$ cat config.mk
export PLATFORM = sky130hd
export DESIGN_NAME = posit_encoder_pipe
export DESIGN_NICKNAME = d
export VERILOG_FILES = /design/src/rtl/posit_pkg.sv /design/src/rtl/barrel_shifter.sv /design/src/rtl/posit_round_pack.sv /design/src/rtl/posit_encoder_pipe.sv
export SDC_FILE = /design/constraint.sdc
export NUM_CORES = 1
export LEC_CHECK = 0
export BUFFER_PORTS_ARGS = -buffer_cell sky130_fd_sc_hd__buf_4
export CORE_UTILIZATION = 50
export CTS_CLUSTER_DIAMETER = 50
export DETAILED_ROUTE_END_ITERATION = 10
export GPL_ROUTABILITY_DRIVEN = 1
export HOLD_SLACK_MARGIN = 0.02
export PLACE_DENSITY_LB_ADDON = 0.05
export SLEW_MARGIN = 30
export SYNTH_ARGS = -nofsm -noshare
export SYNTH_HDL_FRONTEND = slang
export SYNTH_SLANG_ARGS = --single-unit
$ cat constraint.sdc
create_clock -name clk_i -period 11.8 [get_ports clk_i]
set_input_delay 1.18 -clock clk_i [delete_from_list [all_inputs] [get_ports clk_i]]
set_output_delay 1.18 -clock clk_i [all_outputs]
set_load 0.1 [all_outputs]
$ cat src/rtl/posit_pkg.sv
// rtl/posit_pkg.sv - shared classification type and constant helpers for the posit datapath
package posit_pkg;

    // Result class decided in the clamp stage; everything except CLS_NORMAL
    // bypasses rounding in the pack stage.
    typedef enum logic [2:0] {
        CLS_NORMAL,
        CLS_ZERO,
        CLS_NAR,
        CLS_MAXPOS,
        CLS_MINPOS
    } posit_cls_e;

    // Ceiling log2, used to size the regime run-length field.
    function automatic int clog2(input int value);
        int r;
        r = 0;
        while ((1 << r) < value) r++;
        return r;
    endfunction

    // Largest scaled exponent that still encodes without saturating.
    function automatic int maxexp(input int n, input int es);
        return (n - 2) << es;
    endfunction

    function automatic logic [31:0] maxpos(input int n);
        return (32'd1 << (n - 1)) - 32'd1;
    endfunction

    function automatic logic [31:0] minpos(input int n);
        return (n > 1) ? 32'd1 : 32'd0;
    endfunction

    function automatic logic [31:0] nar(input int n);
        return 32'd1 << (n - 1);
    endfunction

endpackage

$ cat src/rtl/barrel_shifter.sv
// rtl/barrel_shifter.sv - logarithmic barrel shifter with selectable direction and fill bit
//
// Ports:
//   data_i   WIDTH  word to shift
//   shamt_i  SHW    shift distance
//   left_i   1      1 = shift left, 0 = shift right
//   fill_i   1      value shifted into the vacated positions
//   data_o   WIDTH  shifted word
module barrel_shifter #(
    parameter int WIDTH = 32,
    parameter int SHW   = 5
) (
    input  logic [WIDTH-1:0] data_i,
    input  logic [SHW-1:0]   shamt_i,
    input  logic             left_i,
    input  logic             fill_i,
    output logic [WIDTH-1:0] data_o
);

    localparam logic [WIDTH-1:0] ONES = '1;

    logic [WIDTH-1:0] cur;

    // One conditional power-of-two stage per shift-amount bit.
    always_comb begin
        cur = data_i;
        for (int s = 0; s < SHW; s++) begin
            if (shamt_i[s]) begin
                if (left_i) begin
                    cur = (cur << (1 << s)) | ({WIDTH{fill_i}} & ~(ONES << (1 << s)));
                end else begin
                    cur = (cur >> (1 << s)) | ({WIDTH{fill_i}} & ~(ONES >> (1 << s)));
                end
            end
        end
        data_o = cur;
    end

endmodule

$ cat src/rtl/posit_round_pack.sv
// rtl/posit_round_pack.sv - combinational posit pack core: regime shift, RNE, clamp, negate
//
// Ports:
//   cls_i     3        result class (posit_cls_e)
//   sign_i    1        result sign
//   k_pos_i   1        regime k >= 0
//   shamt_i   nd       regime run extension: k for k>=0, -k-1 for k<0
//   exp_i     es       exponent field
//   frac_i    n-es-1   fraction below the implicit 1
//   sticky_i  1        OR of bits already discarded upstream
//   posit_o   n        encoded posit
module posit_round_pack
    import posit_pkg::*;
#(
    parameter int n  = 16,
    parameter int es = 1,
    parameter int nd = clog2(n - 1)
) (
    input  logic [2:0]        cls_i,
    input  logic              sign_i,
    input  logic              k_pos_i,
    input  logic [nd-1:0]     shamt_i,
    input  logic [es-1:0]     exp_i,
    input  logic [n-es-2:0]   frac_i,
    input  logic              sticky_i,
    output logic [n-1:0]      posit_o
);

    localparam int FW = n - es - 1;
    localparam int MW = n - 1;
    // Head + fields, plus MW zero bits so no shifted-out bit is lost before sticky.
    localparam int W  = 2 + es + FW + MW;

    localparam logic [MW-1:0] MAXMAG = MW'(maxpos(n));
    localparam logic [MW-1:0] MINMAG = MW'(minpos(n));
    localparam logic [n-1:0]  NAR    = n'(nar(n));

    logic [W-1:0]  unshifted;
    logic [W-1:0]  shifted;
    logic [MW-1:0] trunc;
    logic [MW-1:0] mag;
    logic [MW:0]   sum;
    logic          guard;
    logic          rest;
    logic          round_up;

    // Regime head is "10" for k>=0 and "01" for k<0; shifting right by shamt
    // with the run bit as fill extends the run to its full length.
    assign unshifted = {k_pos_i, !k_pos_i, exp_i, frac_i, {MW{1'b0}}};

    barrel_shifter #(
        .WIDTH(W),
        .SHW  (nd)
    ) u_shift (
        .data_i (unshifted),
        .shamt_i(shamt_i),
        .left_i (1'b0),
        .fill_i (k_pos_i),
        .data_o (shifted)
    );

    assign trunc    = shifted[W-1 -: MW];
    assign guard    = shifted[W-1-MW];
    assign rest     = |shifted[W-2-MW:0] | sticky_i;
    assign round_up = guard & (trunc[0] | rest);
    assign sum      = {1'b0, trunc} + {{MW{1'b0}}, round_up};

    always_comb begin
        mag = sum[MW-1:0];
        if (sum[MW]) begin
            mag = MAXMAG;
        end else if (mag == '0) begin
            mag = MINMAG;
        end
        if (cls_i == CLS_MAXPOS) mag = MAXMAG;
        if (cls_i == CLS_MINPOS) mag = MINMAG;

        posit_o = sign_i ? -{1'b0, mag} : {1'b0, mag};
        if (cls_i == CLS_ZERO) posit_o = '0;
        if (cls_i == CLS_NAR)  posit_o = NAR;
    end

endmodule

$ cat src/rtl/posit_encoder_pipe.sv
// rtl/posit_encoder_pipe.sv - two-stage posit encoder with saturation, RNE and valid/ready flow
//
// Ports:
//   clk_i, rst_ni                clock, async active-low reset
//   in_valid_i / in_ready_o      input handshake
//   sign_i                       result sign
//   rg_exp_i   EXP_WIDTH+1       signed scaled exponent k*2^es + e
//   frac_i     FRAC_WIDTH        fraction, MSB weight 2^-1
//   sticky_i                     OR of discarded lower bits
//   zero_i, nar_i                specials (nar wins)
//   out_valid_o / out_ready_i    output handshake
//   posit_o    n                 encoded posit
module posit_encoder_pipe
    import posit_pkg::*;
#(
    parameter int  n          = 16,
    parameter int  es         = 1,
    localparam int nd         = clog2(n - 1),
    localparam int EXP_WIDTH  = nd + es,
    localparam int FRAC_WIDTH = n - es - 1
) (
    input  logic                  clk_i,
    input  logic                  rst_ni,
    input  logic                  in_valid_i,
    output logic                  in_ready_o,
    input  logic                  sign_i,
    input  logic [EXP_WIDTH:0]    rg_exp_i,
    input  logic [FRAC_WIDTH-1:0] frac_i,
    input  logic                  sticky_i,
    input  logic                  zero_i,
    input  logic                  nar_i,
    output logic                  out_valid_o,
    input  logic                  out_ready_i,
    output logic [n-1:0]          posit_o
);

    localparam logic signed [EXP_WIDTH:0] MAXEXP = (EXP_WIDTH + 1)'(maxexp(n, es));
    localparam logic signed [EXP_WIDTH:0] MINEXP = -MAXEXP;

    logic                  load1;
    logic                  load2;
    logic                  v1_q;
    logic                  v2_q;
    posit_cls_e            cls_d;
    posit_cls_e            cls_q;
    logic [nd-1:0]         shamt_d;
    logic [nd-1:0]         shamt_q;
    logic                  sign_q;
    logic                  k_pos_q;
    logic [es-1:0]         exp_q;
    logic [FRAC_WIDTH-1:0] frac_q;
    logic                  sticky_q;
    logic [n-1:0]          packed_w;
    logic [n-1:0]          posit_q;

    assign load2      = !v2_q || out_ready_i;
    assign load1      = !v1_q || load2;
    assign in_ready_o = load1;

    always_comb begin
        cls_d = CLS_NORMAL;
        if (nar_i) begin
            cls_d = CLS_NAR;
        end else if (zero_i) begin
            cls_d = CLS_ZERO;
        end else if ($signed(rg_exp_i) > MAXEXP) begin
            cls_d = CLS_MAXPOS;
        end else if ($signed(rg_exp_i) < MINEXP) begin
            cls_d = CLS_MINPOS;
        end
    end

    // k = rg_exp >>> es is just the upper bits; for negative k the zero run
    // beyond the head is -k-1, which is ~k in two's complement.
    assign shamt_d = rg_exp_i[EXP_WIDTH] ? ~rg_exp_i[EXP_WIDTH-1:es] : rg_exp_i[EXP_WIDTH-1:es];

    always_ff @(posedge clk_i or negedge rst_ni) begin
        if (!rst_ni) begin
            v1_q     <= 1'b0;
            cls_q    <= CLS_ZERO;
            sign_q   <= 1'b0;
            k_pos_q  <= 1'b0;
            shamt_q  <= '0;
            exp_q    <= '0;
            frac_q   <= '0;
            sticky_q <= 1'b0;
        end else if (load1) begin
            v1_q     <= in_valid_i;
            cls_q    <= cls_d;
            sign_q   <= sign_i;
            k_pos_q  <= !rg_exp_i[EXP_WIDTH];
            shamt_q  <= shamt_d;
            exp_q    <= rg_exp_i[es-1:0];
            frac_q   <= frac_i;
            sticky_q <= sticky_i;
        end
    end

    posit_round_pack #(
        .n (n),
        .es(es),
        .nd(nd)
    ) u_round_pack (
        .cls_i   (cls_q),
        .sign_i  (sign_q),
        .k_pos_i (k_pos_q),
        .shamt_i (shamt_q),
        .exp_i   (exp_q),
        .frac_i  (frac_q),
        .sticky_i(sticky_q),
        .posit_o (packed_w)
    );

    always_ff @(posedge clk_i or negedge rst_ni) begin
        if (!rst_ni) begin
            v2_q    <= 1'b0;
            posit_q <= '0;
        end else if (load2) begin
            v2_q <= v1_q;
            if (v1_q) posit_q <= packed_w;
        end
    end

    assign out_valid_o = v2_q;
    assign posit_o     = posit_q;

endmodule
# After elaboration in Yosys (flattened, before gate mapping)
# Cells that the tools add are included.
[word_totals]
ram_bits = 0
inputBits = 28
output_inout_bits = 18
rom_bits = 0
word_cells = 51
latch_bits = 0
mem_count = 0
register_bits = 43
[op_classes]
n_reduce_logical = 9
magnitude_cmp = 2
n_eq_ne = 4
mul = 0
n_bitwise = 8
addsub = 2
mux = 16
div = 0
n_shift = 0
[op_table]
columns = ["operator", "n"]
rows = [
  ["$mux 32", 4],
  ["$mux 15", 4],
  ["$mux 16", 3],
  ["$or 24x32->32", 1],
  ["$or 28x32->32", 1],
  ["$or 30x32->32", 1],
  ["$or 31x32->32", 1],
  ["$add 15x1->16", 1],
  ["$neg 15->16", 1],
  ["$reduce_or 16->1", 1],
  ["$logic_not 15->1", 1],
  ["$mux 3", 4],
  ["$eq 3x2->1 const B", 2],
  ["$gt 6x6->1 const B", 1],
  ["$lt 6x6->1 const B", 1],
  ["$logic_not 1->1", 4],
  ["$mux 4", 1],
  ["$not 4->4", 1],
  ["$eq 3x1->1 const B", 1],
  ["$eq 3x3->1 const B", 1],
  ["$logic_or 1x1->1", 2],
  ["$or 1x1->1", 2],
  ["$reduce_and 2->1", 1],
  ["$and 1x1->1", 1],
]

# Depth between registers and ports, before layout
# Gate-level depths: netlist of the first run.
[logic_depth]
word_depth = 23
depth_mapped = 21

# Modules after synthesis
# Synthesis of the first run repeated with hierarchy kept, for this count alone.
[unflattened]
cells_unflattened = 832
hier_area_um2 = 6592.6
[by_module_without_submodules]
columns = ["module", "n_inst", "area_each_um2", "cells_each"]
rows = [
  ["barrel_shifter", 1, 3445.8, 460],
  ["posit_encoder_pipe", 1, 1750.4, 156],
  ["posit_round_pack", 1, 1396.3, 216],
]

# Worst setup path after synthesis of the first run
# No wires, ideal clock.
[synth_path]
path_kind = "reg2reg"
from = "register shamt_q[0]"
to = "register posit_q[8] (netlist: posit_o[8])"
path_buffers = 2
path_stages_with_launch = 20
slack_ns = 7.221
synth_period_minus_slack_ns = 4.579
t_arrival_ns = 4.444
required_ns = 11.665
path_cell_list = "dfrtp_1 > buf_6 > buf_8 > mux2i_1 > mux4_2 > o221a_1 > a21oi_1 > ha_1 > inv_1 > nor3_2 > o22ai_2 > nor4_2 > mux2i_1 > nor4b_4 > a311oi_1 > ha_1 > inv_1 > o41ai_1 > xnor2_1 > o21ai_0"
[synth_between]
elab_chain_len = 21
[synth_rtl]
columns = ["element", "line_no", "rtl"]
rows = [
  ["start: declaration", "posit_encoder_pipe.sv:47", "logic [nd-1:0] shamt_q;"],
  ["start signal: assignment", "posit_encoder_pipe.sv:92", "shamt_q <= shamt_d;"],
  ["$mux 32 *", "barrel_shifter.sv:28", "if (shamt_i[s]) begin"],
  ["$or 30x32->32", "barrel_shifter.sv:32", "cur = (cur >> (1 << s)) | ({WIDTH{fill_i}} & ~(ONES >> (1 << s)));"],
  ["$mux 32 *", "barrel_shifter.sv:28", ""],
  ["$or 28x32->32", "barrel_shifter.sv:32", ""],
  ["$mux 32 *", "barrel_shifter.sv:28", ""],
  ["$or 24x32->32", "barrel_shifter.sv:32", ""],
  ["$mux 32 *", "barrel_shifter.sv:28", ""],
  ["$reduce_or 16->1", "posit_round_pack.sv:64", "assign rest = |shifted[W-2-MW:0] | sticky_i;"],
  ["(+5 left out)", "--", ""],
  ["$mux 15", "posit_round_pack.sv:72", "end else if (mag == '0) begin"],
  ["$mux 15 *", "posit_round_pack.sv:70", "if (sum[MW]) begin"],
  ["$mux 15 *", "posit_round_pack.sv:75", "if (cls_i == CLS_MAXPOS) mag = MAXMAG;"],
  ["$mux 15 *", "posit_round_pack.sv:76", "if (cls_i == CLS_MINPOS) mag = MINMAG;"],
  ["$neg 15->16", "posit_round_pack.sv:78", "posit_o = sign_i ? -{1'b0, mag} : {1'b0, mag};"],
  ["$mux 16 *", "posit_round_pack.sv:78", ""],
  ["$mux 16 *", "posit_round_pack.sv:79", "if (cls_i == CLS_ZERO) posit_o = '0;"],
  ["$mux 16 *", "posit_round_pack.sv:80", "if (cls_i == CLS_NAR) posit_o = NAR;"],
  ["end signal: assignment", "posit_encoder_pipe.sv:120", "if (v1_q) posit_q <= packed_w;"],
  ["end: declaration", "posit_encoder_pipe.sv:54", "logic [n-1:0] posit_q;"],
]
# Mark *: on every way between the ends. The rest lies on a longest branch, timed or not.
# A chain may end at the register's enable or synchronous reset.

# Worst setup path after layout of the first run
[layout_path]
from = "register shamt_q[1]"
to = "register posit_q[12] (netlist: posit_o[12])"
[layout_between]
elab_chain_len = 19
[layout_rtl]
columns = ["element", "line_no", "rtl"]
rows = [
  ["$mux 32 *", "barrel_shifter.sv:28", ""],
  ["$or 28x32->32", "barrel_shifter.sv:32", ""],
  ["$mux 32 *", "barrel_shifter.sv:28", ""],
  ["$or 24x32->32", "barrel_shifter.sv:32", ""],
  ["$mux 32 *", "barrel_shifter.sv:28", ""],
  ["$reduce_or 16->1", "posit_round_pack.sv:64", ""],
  ["$or 1x1->1", "posit_round_pack.sv:64", ""],
  ["$or 1x1->1", "posit_round_pack.sv:65", "assign round_up = guard & (trunc[0] | rest);"],
  ["(+3 left out)", "--", ""],
  ["$mux 15", "posit_round_pack.sv:72", ""],
  ["$mux 15 *", "posit_round_pack.sv:70", ""],
  ["$mux 15 *", "posit_round_pack.sv:75", ""],
  ["$mux 15 *", "posit_round_pack.sv:76", ""],
  ["$neg 15->16", "posit_round_pack.sv:78", ""],
  ["$mux 16 *", "posit_round_pack.sv:78", ""],
  ["$mux 16 *", "posit_round_pack.sv:79", ""],
  ["$mux 16 *", "posit_round_pack.sv:80", ""],
]
# Marks and branches as above.

==> results list, run 1 <==
- The filler cells instantiated in the layout total 776.
* Power, Total: 875.6 uW
- The worst setup path is of the reg2reg kind.
* Final critical-path required period: 5.864 ns
- Path class of the lowest-slack min-delay path: reg2reg
- Sequential-to-total area share from yosys stat: 0.2482
* Area growth, synth to finish: 9.887%
- For this run, the top clock speed supported by timing is between 0.15 and 0.2 GHz.
- Power Dens Cells: 183.6 mW/mm2
* Crit path setup slack, layout: 5.936 ns
- Overall routing resource usage: 0.2866
- Sorting the synthesized cells by area gives the leading types as sky130_fd_sc_hd__dfrtp_1 24%, sky130_fd_sc_hd__mux2_2 6.0%, sky130_fd_sc_hd__o21ai_0 3.9%.
- For the worst-skew pair, the clock arrives at the later sink with an insertion delay of just over 0.3 ns.
- The share of total power dissipated in sequential elements is 0.245.
- The core region is 0.008299 mm2.
- Cell area after layout: 0.004770 mm2
- The number of global-route vias before repair came to 3879.
- Of the total power, the share spent switching nets is 0.5381.
- Count of endpoints failing hold in the final timing report: 0
- In the final routed layout, each cell accounts on average for between 15 and 20 um.
* Adder-cell share of the synthesized area: 0.01441
- Fraction of the cycle the final worst path needs: 0.4970
* Post-synth top area cell: sky130_fd_sc_hd__dfrtp_1
- Headroom to the max-slew limit came out at 0.3904.
- The H-tree was split into 2 levels.
* Critical path fanouts, max: 30
- Of all flip-flops after synthesis, the portion carrying an async set or reset was 1.000.
* Net count after synthesis: between 500 and 600
* Share of total power in the clock network: 0.136
* Cells resized by post-CTS repair: 0
- Antenna cells: 0
- After routing, the total negative slack on setup checks comes to 0 ns.
- The first detailed-routing pass took 5 iterations.
* Synth warn: 0
* Share of layout cells above drive strength 1: 0.2331
* Die footprint: slightly above 0.009 mm2
- WL final: ~12000 um
- The count of nets left with antenna violations once routing finished came out at 0.
- During I/O placement, the number of pins put on the boundary was 46.
* Pin count of the biggest net entering global routing: 52
- GP Congestion: 0.8827
* Die Wd: 95.17 um
* Clk buf depth: 2
- Across the run, the number of max-cap violations was 0.
* Global route total overflow: 0
- After synthesis, the largest family of logic cells by area is compound AO/OA/AOI/OAI gates.
- After clock tree synthesis, the clock-pin slew on the worst setup and hold paths is 0.09 ns.
- After detailed routing, the number of vias per cell comes to between 6 and 7.
* Power spent charging and discharging nets: approximately 470 uW
- Of the post-synthesis cell area, the dominant cell type holds 0.2421.
* Endpoints failing setup: 0
- The first global-routing pass estimated approximately 20000 um of wire.
- At the worst endpoint, the required time is around 12 ns.
- For the worst setup path, the data arrival time is about 6.1 ns.
- Of the total synthesized cell area, the portion taken by AND, OR, NAND and NOR gates is 0.2145.
- Measured against the total synthesized area, the mux share comes to 0.1525.
- Root Driver: sky130_fd_sc_hd__clkbuf_8
* Cell leakage power: 1.860 nW
- Synth Flop Type: sky130_fd_sc_hd__dfrtp_1
- Number of nets in the layout: 551
- The fraction of the mapped netlist area in compound gates was 0.2741.
* Count of hold buffers inserted by post-cts repair: 0
- Total number of vias: between 4000 and 5000
- Clock tree synthesis found a total of between 40 and 50 sinks.
- The number of antenna violations at the first check in global routing came to 0.
* Yosys cell types: roughly 90
- Slew at the pin closest to its max-slew limit: between 0.9 and 1 ns
- Internal Dissipation: 404.4 uW
- Standard cell area after detailed placement: 0.004653 mm2
- Initial core utilization: 0.5230
* Xor and xnor area share after synthesis: 0.04439
- Worst setup slack before clock tree synthesis: 6.041 ns
- Crit start category: flip-flop
- After detailed routing, the number of remaining DRC violations is 0.
- Setup repair after global routing left no endpoint under its margin.
- TritonCTS built the clock tree.
* Mean area per synthesized cell: about 9 um2
- Post-synthesis register bit count: 43
- The die is 95.17 um tall.
- After synthesis the cells add up to 0.004340 mm2.
* Endpoint type of the worst setup path: flip-flop
- Once detailed placement completed, the half-perimeter wirelength came to 9046 um.
* Worst setup skew after layout: between 0.007 and 0.008 ns
- Quantity of I/O buffers inserted on ports: 45
* Part of the power in combinational logic: 0.618
- Across the VDD grid, the largest voltage drop is 120.8 uV.
* Mapped Cells: 493
- Number of enable-type register cells in the synthesized netlist: 0
* Site row count: 33
* Number of CTS-inserted buffers: 5
* Total setup buffers inserted after CTS: 0
- DRC marker count from the first detailed-route iteration: 410
* Outcome: finished, final reports clean
* Final max-slew violation count: 0
-- cells in the final DEF, fill, tap and decap left out, drive strengths merged, types with 6 or more instances in the layout --
| master | n |
|---|---|
| clkbuf | 6 |
| nand2 | 35 |
| o31ai | 9 |
| a31oi | 6 |
| mux2i | 14 |
| dfrtp | 42 |
| nor4 | 6 |
| o21ai | 35 |
| a21oi | 25 |
| nand2b | 8 |
| xnor2 | 19 |
| nor2b | 11 |
| inv | 11 |
| nor3 | 25 |
| nand4 | 6 |
| buf | 48 |
| nand3 | 13 |
| mux2 | 29 |
| nor2 | 43 |
| mux4 | 8 |
| a211oi | 11 |
-- cells by family (layout without fill, tap and decap cells) --
group / count (synthesis) / after routing
multiplexers: 51 / 51
flip-flops: 43 / 43
adder cells (fa/ha/maj): 5 / 5
AO/OA/AOI/OAI: 157 / 157
buffers and inverters: 42 / 68
AND/OR/NAND/NOR: 173 / 173
XOR/XNOR: 22 / 22
-- state kept, by name (all words and copies together) (netlist names) --
signal       count
posit_o         16
frac_q          14
shamt_q          4
v1_q             1
sign_q           1
out_valid_o      1
cls_q            3
sticky_q         1
exp_q            1
k_pos_q          1
-- worst max-delay path, cell delays in order, from the launching register on --
cell	delay, ns
sky130_fd_sc_hd__dfrtp_1	0.95
sky130_fd_sc_hd__clkinv_1	0.52
sky130_fd_sc_hd__mux4_2	0.58
sky130_fd_sc_hd__o221a_1	0.28
sky130_fd_sc_hd__a21oi_1	0.18
sky130_fd_sc_hd__ha_1	0.24
sky130_fd_sc_hd__inv_1	0.11
sky130_fd_sc_hd__nor3_2	0.27
sky130_fd_sc_hd__o22ai_2	0.16
sky130_fd_sc_hd__nor4_2	0.41
sky130_fd_sc_hd__mux2i_1	0.36
sky130_fd_sc_hd__nor4b_4	0.12
sky130_fd_sc_hd__a311oi_1	0.38
sky130_fd_sc_hd__ha_1	0.35
sky130_fd_sc_hd__inv_1	0.14
sky130_fd_sc_hd__o41ai_2	0.39
sky130_fd_sc_hd__xnor2_1	0.10
sky130_fd_sc_hd__a22o_1	0.22
-- cell type report --
cell class / instances / area, um2 / share of cell area
Clock inverter: 2 / 37.54 / 0.007870
Inverter: 12 / 45.04 / 0.009444
Clock buffer: 6 / 72.57 / 0.01522
Timing Repair Buffer: 48 / 360.3 / 0.07555
Tap cell: 105 / 131.4 / 0.02754
Multi-Input combinational cell: 408 / 3044 / 0.6382
Sequential cell: 43 / 1079 / 0.2261
-- per-layer routing --
layer	wire length, um	vias up	GRT usage
met3	917	14	0.05901
li1	-	1943	-
met2	4990	178	0.4030
met5	0	-	0
met4	142	0	0.06692
met1	5941	2012	0.4412
-- cell usage after synthesis, drive strengths merged (4+ instances only) --
cell / count
nor2: 43
o221ai: 4
a21o: 5
o31ai: 9
o41ai: 5
xnor2: 19
o21a: 4
a211o: 4
nor3: 25
a2111oi: 4
buf: 14
o22ai: 5
clkbuf: 16
mux4: 8
nand4: 6
a211oi: 11
nor2b: 11
mux2i: 14
nor4: 6
nand3: 13
a31oi: 6
o21ai: 35
mux2: 29
and2: 5
nand2: 35
a22oi: 5
or2: 4
ha: 5
dfrtp: 42
inv: 11
a21oi: 25
nand2b: 8
-- power groups by stage --
| stage | logic (mW) | registers, mW | clock network [mW] |
|---|---|---|---|
| final | 0.541 | 0.215 | 0.119 |
| after global routing | 0.579 | 0.221 | 0.130 |
| after CTS | 0.535 | 0.214 | 0.123 |
| after detailed placement | 0.533 | 0.216 | 0 |
| after global placement | 0.532 | 0.216 | 0 |
| after floorplan | 0.287 | 0.348 | 0 |
-- stage by stage --
step                      utilization  hold WS (ns)  cells
after CTS                      0.5739        0.5012    624
after global routing           0.5747        0.5326    624
after global placement         0.5607        0.4719    616
after floorplan                     -        0.4569    493
final                          0.5747        0.4977    624
after detailed placement       0.5607        0.4793    616
-- worst paths after layout --
kind	from	depth (start not counted)	slack [ns]	endpoint
worst max register to register	shamt_q[1]	17	5.94	posit_o[12]
max in group asynchronous	rst_ni	1	10.54	shamt_q[0]
worst min-delay path	v1_q	1	0.50	out_valid_o
min in group asynchronous	rst_ni	1	0.85	frac_q[2]
worst max-delay path	shamt_q[1]	17	5.94	posit_o[12]
worst min register to register	v1_q	1	0.50	out_valid_o
(Power assumes the default switching activity.)
==> run 2, diff against run 1 <==
--- a/config.mk
+++ b/config.mk
@@ -5,6 +5,7 @@
 export SDC_FILE = /design/constraint.sdc
 export NUM_CORES = 1
 export LEC_CHECK = 0
+export ABC_AREA = 1
 export BUFFER_PORTS_ARGS = -buffer_cell sky130_fd_sc_hd__buf_4
 export CORE_UTILIZATION = 50
 export CTS_CLUSTER_DIAMETER = 50
==> constraint.sdc (replaced) <==
create_clock -name clk_i -period 6 [get_ports clk_i]
set_input_delay 0.6 -clock clk_i [delete_from_list [all_inputs] [get_ports clk_i]]
set_output_delay 0.6 -clock clk_i [all_outputs]
set_load 0.1 [all_outputs]
==> results list, run 2 <==
* Site row count: 32
- In the synthesized netlist, the number of instances is roughly 650.
- Number of nets in the layout: 713
* Dominant combinational cell family by area after synthesis: simple AND/OR/NAND/NOR gates
- Critical Setup Path Class: reg2reg
* Destination of the worst register-to-register timing path: posit_o[10]
* Power Dens Cells: between 300 and 400 mW/mm2
- Fmax: 0.2483 GHz
* Post-Route Setup TNS: 0 ns
- At the end of routability-driven placement, the weighted congestion stood at 0.9020.
- The Yosys step of the flow raised 0 warnings.
* Post-synth top area cell: sky130_fd_sc_hd__dfrtp_1
- At the later pin of the worst-skew pair, clock insertion delay measures 0.30 ns.
* Post-Synth Simple-Gate Area: 0.5463
* Net count after synthesis: 682
- Final std cells w/o fill: a little under 800
* Critical path fanouts, max: 18
* Count of hold buffers inserted by post-cts repair: 0
- TritonCTS created 5 clock buffers.
* Most used cells in the layout excluding fill and tap cells: 248 x sky130_fd_sc_hd__nand2_1, 102 x sky130_fd_sc_hd__nand3_1, 48 x sky130_fd_sc_hd__inv_1, 47 x sky130_fd_sc_hd__buf_4, 42 x sky130_fd_sc_hd__dfrtp_1
* Filler cell count in the final layout: 822
- Share of total power in the clock network: 0.124
- TritonCTS built the clock tree.
- Total setup buffers inserted after CTS: 0
- Root Driver: sky130_fd_sc_hd__clkbuf_8
- Share of layout cells above drive strength 1: 0.1938
- Footprint of the multi-input gates: 0.002653 mm2
- In this run, synthesis produced a sequential element count of 43.
- Of all flip-flops after synthesis, the portion carrying an async set or reset was 1.000.
- Setup repair after global routing left no endpoint under its margin.
* Overall routing resource usage: 0.2638
- The final layout contains routed wiring with a total length of 10650 um.
- DRC marker count from the first detailed-route iteration: 217
- Per-cell routed wire length: 13.60 um
* Wire length of the first global-routing pass: approximately 18000 um
- The worst path meets setup with 1.973 ns of slack.
- STA classifies the critical path endpoint as a flip-flop.
- Core Area: 0.007848 mm2
* Fraction of post-synthesis cell area in the top cell type by area: 0.2558
- For this run, the detailed router's first-pass iteration total came to 5.
- Standard cell area after detailed placement: 0.004441 mm2
- Clk buf depth: 2
- Across the run, the number of max-cap violations was 0.
- Die Height: 92.65 um
- The share of total power dissipated in sequential elements is 0.257.
- Of the total synthesized cell area, the portion taken by XOR and XNOR cells is 0.008526.
- Clk sinks: 43
- Leaving out fill and tap cells, the most frequent cell in the layout is sky130_fd_sc_hd__nand2_1.
- Mean area per synthesized cell: 6.331 um2
* # DRC: 0
- Total number of vias: 4101
* Endpoints failing setup: 0
* Worst relative slew slack: 0.4514
- Slew at the pin closest to its max-slew limit: 0.8167 ns
- STA classifies the critical path startpoint as a flip-flop.
- The number of global-route vias before repair was 3891.
- Once placement completed, the tool counted placed cells totaling a little under 800.
- Share of the synthesized area in compound gates (AO/OA/AOI/OAI): 0.07552
* Part of the power in combinational logic: 0.620
- Area growth, synth to finish: 10.32%
- Power spent charging and discharging nets: between 800 and 900 uW
* Clock H-tree levels: 2
* Startpoint of the lowest-slack register-to-register path: shamt_q[0]
- Most common library cells after synthesis: 248 x sky130_fd_sc_hd__nand2_1, 102 x sky130_fd_sc_hd__nand3_1, 48 x sky130_fd_sc_hd__inv_1
- The number of antenna violations at the first check in global routing was 0.
* Cells resized by post-CTS repair: 0
- Data on the critical path arrives at its endpoint at 4.21 ns.
- The die is 92.65 um wide.
- Among all flip-flop cells after synthesis, the most frequent one is sky130_fd_sc_hd__dfrtp_1.
- Of the total synthesized cell area, the portion taken by full adders, half adders and majority gates is 0.01523.
- Post-detailed-route via-to-cell ratio: 5.238
- 46 I/O pins were placed.
* Pin count of the biggest net entering global routing: 44
- Antenna cells: 0
- OpenSTA, run right after detailed placement, puts the worst setup slack at 2.031 ns.
- Switching Share: 0.5670
* Sequential-to-total area share from yosys stat: 0.2622
- Global route total overflow: 0
* Count of endpoints failing hold in the final timing report: 0
* Clock-pin slew on the worst setup and hold paths: 0.09 ns
* Path class of the lowest-slack min-delay path: in2async
- After synthesis, the share of cell area in mux cells is 0.
* Synth Cell Area: 0.004109 mm2
- Outcome: finished, final reports clean
- After routing the design area is 0.004533 mm2.
* Yosys cell types: 41
- Cell internal power was estimated by the tool at 680.1 uW.
- Number of enable-type register cells in the synthesized netlist: 0
- FF-to-FF setup slack: 1.97 ns
- For the final database, setup skew stands at 0.008144 ns.
- Flip-flop count of the largest register after layout: 16
* Quantity of I/O buffers inserted on ports: 45
- The analysis attributes to cell leakage a power of 2.522 nW.
- Sequential Area: 0.001077 mm2
- Antenna-violating nets left: 0
* Die footprint: between 0.008 and 0.009 mm2
* Cell depth of the worst flop-to-flop path: 25
- For this configuration, the core starts out at a cell density of 0.5236.
- Most frequently used cell type in the post-synthesis netlist: sky130_fd_sc_hd__nand2_1
- Final max-slew violation count: 0
- Of the available clock period, the critical path in the final layout requires 0.6711.
- Final critical-path required period: 4.027 ns
- Final HPWL from detailed placement: 8306 um
* Required time worst endpoint: 6.19 ns
- Peak supply drop: 284.8 uV
- Leading post-synthesis cells by cell area: sky130_fd_sc_hd__dfrtp_1 26%, sky130_fd_sc_hd__nand2_1 23%, sky130_fd_sc_hd__nand3_1 12%
==> run 2: how the worst max path moves through the flow <==
stage | from | endpoint | slack, ns | depth (start not counted)
after floorplan | shamt_q[0] | posit_o[10] | 2.89 | 30
after global placement | shamt_q[0] | posit_o[14] | 2.05 | 27
after detailed placement | shamt_q[0] | posit_o[10] | 2.03 | 25
after CTS | shamt_q[0] | posit_o[10] | 2.00 | 25
after global routing | shamt_q[0] | posit_o[14] | 1.57 | 27
final | shamt_q[0] | posit_o[10] | 1.97 | 25
==> run 2: area by class of cell <==
class	instances	share of cell area
inverters	58	0.05079
multi-input cells	525	0.5851
repair buffers	47	0.07784
well taps	102	0.02815
flip-flops and latches	43	0.2376
clock buffers	5	0.01518
clock inverters	3	0.005244
==> run 2: metal layers <==
| metal | up-vias | global-route usage | part of all wire |
|---|---|---|---|
| li1 | 2145 | - | - |
| met1 | 1845 | 0.3915 | 0.51 |
| met2 | 99 | 0.4148 | 0.43 |
| met3 | 12 | 0.01888 | 0.041 |
| met4 | 0 | 0.06923 | 0.017 |
| met5 | - | 0 | 0 |
==> run 2: metrics by stage <==
step / util / hold slack [ns] / power, mW
floorplan: - / 0.3044 / 1.178
global placement: 0.5658 / 0.4653 / 1.368
detailed placement: 0.5658 / 0.4690 / 1.374
CTS: 0.5776 / 0.2934 / 1.573
global route: 0.5776 / 0.3296 / 1.683
finish: 0.5776 / 0.2766 / 1.571
==> run 2: cells by family after synthesis <==
logic type / after synthesis
compound gates: 54
xor+xnor: 4
fa+ha+maj: 5
buf+inv: 81
flops: 43
simple gates: 462
==> run 2: critical path, stage by stage (launching register included) <==
cell and delay (ns):
sky130_fd_sc_hd__dfrtp_1 0.80, sky130_fd_sc_hd__inv_8 0.14, sky130_fd_sc_hd__nand2_1 0.12, sky130_fd_sc_hd__nand2_1 0.07
sky130_fd_sc_hd__nand2_1 0.06, sky130_fd_sc_hd__nand3_1 0.12, sky130_fd_sc_hd__nand3_1 0.11, sky130_fd_sc_hd__nand2_1 0.10
sky130_fd_sc_hd__nor2_4 0.15, sky130_fd_sc_hd__ha_1 0.24, sky130_fd_sc_hd__nand3_1 0.16, sky130_fd_sc_hd__o21ai_0 0.35
sky130_fd_sc_hd__inv_1 0.08, sky130_fd_sc_hd__nor2_1 0.11, sky130_fd_sc_hd__nand2_1 0.06, sky130_fd_sc_hd__nor2_1 0.15
sky130_fd_sc_hd__nand3_1 0.14, sky130_fd_sc_hd__nand2_2 0.13, sky130_fd_sc_hd__inv_2 0.05, sky130_fd_sc_hd__ha_1 0.19
sky130_fd_sc_hd__inv_1 0.07, sky130_fd_sc_hd__nor2_2 0.05, sky130_fd_sc_hd__nand3_2 0.06, sky130_fd_sc_hd__nand2_2 0.11
sky130_fd_sc_hd__a21boi_0 0.21, sky130_fd_sc_hd__o21ai_1 0.09
==> run 2: power by group through the flow <==
stage | registers, mW | logic, mW | clock network (mW)
after floorplan | 0.632 | 0.545 | 0
after global placement | 0.405 | 0.964 | 0
after detailed placement | 0.406 | 0.969 | 0
after CTS | 0.402 | 0.971 | 0.200
after global routing | 0.410 | 1.06 | 0.208
final | 0.403 | 0.974 | 0.194
==> run 3, diff against run 2 <==
==> constraint.sdc (replaced) <==
create_clock -name clk_i -period 3.6 [get_ports clk_i]
set_input_delay 0.36 -clock clk_i [delete_from_list [all_inputs] [get_ports clk_i]]
set_output_delay 0.36 -clock clk_i [all_outputs]
set_load 0.1 [all_outputs]
==> results list, run 3 (same netlist as run 2, synthesis figures left out) <==
* Part of the power in combinational logic: 0.628
* Count of hold buffers inserted by post-cts repair: 0
- The share of total power dissipated in sequential elements is 0.232.
* Initial core utilization: 0.5236
- Clock latency of the later-clocked register in the worst-skew pair: 0.29 ns
* Clock H-tree levels: 2
* Antenna cells: 0
* Count of endpoints failing hold in the final timing report: 0
- WL final: 10990 um
- Per-cell routed wire length: between 10 and 15 um
- Internal Dissipation: 1.284 mW
- Number of antenna violations at the first check in global routing: 0
- Post-detailed-route via-to-cell ratio: between 5 and 6
- On the critical path, the stage with the largest delay is an instance of sky130_fd_sc_hd__dfrtp_2.
- After clock tree synthesis, the clock-pin slew on the worst setup and hold paths is 0.09 ns.
- Final max-slew violation count: 0
- At the pin with the least slew margin, the transition time is a little over 0.8 ns.
- DRC marker count from the first detailed-route iteration: 226
* Endpoint type of the worst setup path: flip-flop
* Power Dens Cells: ~580 mW/mm2
* Worst setup skew after layout: between 0.005 and 0.006 ns
- Leaving out fill and tap cells, the most frequent cell in the layout is sky130_fd_sc_hd__nand2_1.
- Number of CTS-inserted buffers: 5
- Endpoints failing setup: 0
* Standard cell area after detailed placement: 0.004551 mm2
- Worst setup slack before clock tree synthesis: 0.09004 ns
- Summed over all layers, the global routing overflow is 0.
- Across all setup checks in the final design, the least slack found is 0.2305 ns.
- Number of nets in the layout: 728
- In this run the worst path has a maximum fanout of 17.
- For this run, the detailed router's first-pass iteration total came to 5.
- Worst hold margin: 0.04588 ns
- Total number of vias: 4304
- The flow ran to the end, and the final reports show no timing, DRC or antenna violations.
- The number of global-route vias before repair is about 3900.
- TritonCTS built the clock tree.
* Cell depth of the worst flop-to-flop path: 29
- Power, Total: 2.795 mW
- The top cell types in the final layout, fill and taps aside, are 242 x sky130_fd_sc_hd__nand2_1, 95 x sky130_fd_sc_hd__nand3_1, 60 x sky130_fd_sc_hd__buf_4, 48 x sky130_fd_sc_hd__inv_1, 41 x sky130_fd_sc_hd__dfrtp_1.
- Final HPWL from detailed placement: 8404 um
* # DRC: 0
- After routing the design area is 0.004803 mm2.
- The cell sitting at the root of the clock tree is a sky130_fd_sc_hd__clkbuf_8.
- Die Height: between 90 and 100 um
- Pin count of the biggest net entering global routing: 44
- The count of nets left with antenna violations once routing finished came out at 0.
- Footprint of the multi-input gates: 0.002745 mm2
- Fmax: 0.2968 GHz
- The number of buffers and inverters on the critical path is 4.
* Flip-flop count of the largest register after layout: 16
- Number of primary I/O pins: 46
* Die footprint: 0.008584 mm2
* Quantity of I/O buffers inserted on ports: 45
- Largest delay share family, worst path: simple AND/OR/NAND/NOR gates
- Switching Share: 0.5406
- Critical Setup Path Class: reg2reg
- Die Wd: 92.65 um
* Area growth, synth to finish: 16.90%
- Worst relative slew slack: 0.4615
- Sequential Area: approximately 0.0011 mm2
- MaxCap Viol Count: 0
- For this design, the sink count on the clock tree is 43.
* Path class of the lowest-slack min-delay path: in2async
- Slowest cell delay on critical path: 0.45 ns
* Share of total power in the clock network: 0.140
* Overall routing resource usage: 0.2671
- Summed over all failing endpoints, the final setup total negative slack is 0 ns.
* Power spent charging and discharging nets: 1.511 mW
- STA classifies the critical path startpoint as a flip-flop.
- The worst-case IR drop observed on VDD is 573.3 uV.
* Required time worst endpoint: around 3.8 ns
- Final critical-path required period: 3.369 ns
* Core Area: 0.007848 mm2
- The most numerous cell type found on the critical path is sky130_fd_sc_hd__nand2_1.
- Filler cell count in the final layout: 775
- GP Congestion: 0.9444
- Data arrival time of the critical path: 3.56 ns
- The first global-routing pass estimated approximately 18000 um of wire.
- For this design the static power due to leakage is approximately 2.6 nW.
* Site row count: 32
- Fraction of the cycle the final worst path needs: 0.9360
- In the final layout, the share of cells above drive strength 1 is 0.2443.
* Clk buf depth: 2
- In this run the number of cells on the critical path is 29.
==> run 3: metrics by stage <==
stage / std cells / util
final: 798 / 0.6121
after floorplan: 649 / -
after global routing: 798 / 0.6121
after detailed placement: 788 / 0.5799
after global placement: 788 / 0.5799
after CTS: 796 / 0.5949
==> run 3: final timing paths <==
kind	to	slack, ns	startpoint
setup reg to reg	posit_o[10]	0.23	shamt_q[0]
max in group asynchronous	shamt_q[0]	3.16	rst_ni
setup / recovery	posit_o[10]	0.23	shamt_q[0]
hold / removal	frac_q[5]	0.05	rst_ni
min in group clk_i	v1_q	0.25	in_valid_i
hold reg to reg	out_valid_o	0.49	v1_q
==> run 3: power by group through the flow <==
stage | Combinational (mW) | Clock (mW) | Sequential (mW)
after floorplan | 0.909 | 0 | 1.05
after global placement | 1.67 | 0 | 0.654
after detailed placement | 1.68 | 0 | 0.654
after CTS | 1.69 | 0.404 | 0.646
after global routing | 1.91 | 0.415 | 0.660
final | 1.75 | 0.392 | 0.650
==> run 3: routing by layer <==
metal / share of wire / up-vias / routed length, um / global-route usage
met5: 0 / - / 0 / 0
met1: 0.49 / 1967 / 5370 / 0.3907
li1: - / 2193 / - / -
met4: 0.012 / 0 / 130 / 0.06667
met3: 0.052 / 13 / 571 / 0.02627
met2: 0.45 / 131 / 4917 / 0.4228
==> run 3: area by class of cell <==
type                            instances  share of cell area
Sequential cell                        43              0.2245
Clock inverter                          2            0.007294
Timing Repair Buffer                   62              0.1032
Clock buffer                            6             0.01719
Inverter                               58             0.04975
Multi-Input combinational cell        525              0.5715
Tap cell                              102             0.02657
==> run 3: repair_timing <==
item	4_1_cts	5_1_grt
resized for setup	0	30
setup buffers	0	1
setup endpoints to repair	0	8
hold endpoints to repair	0	0
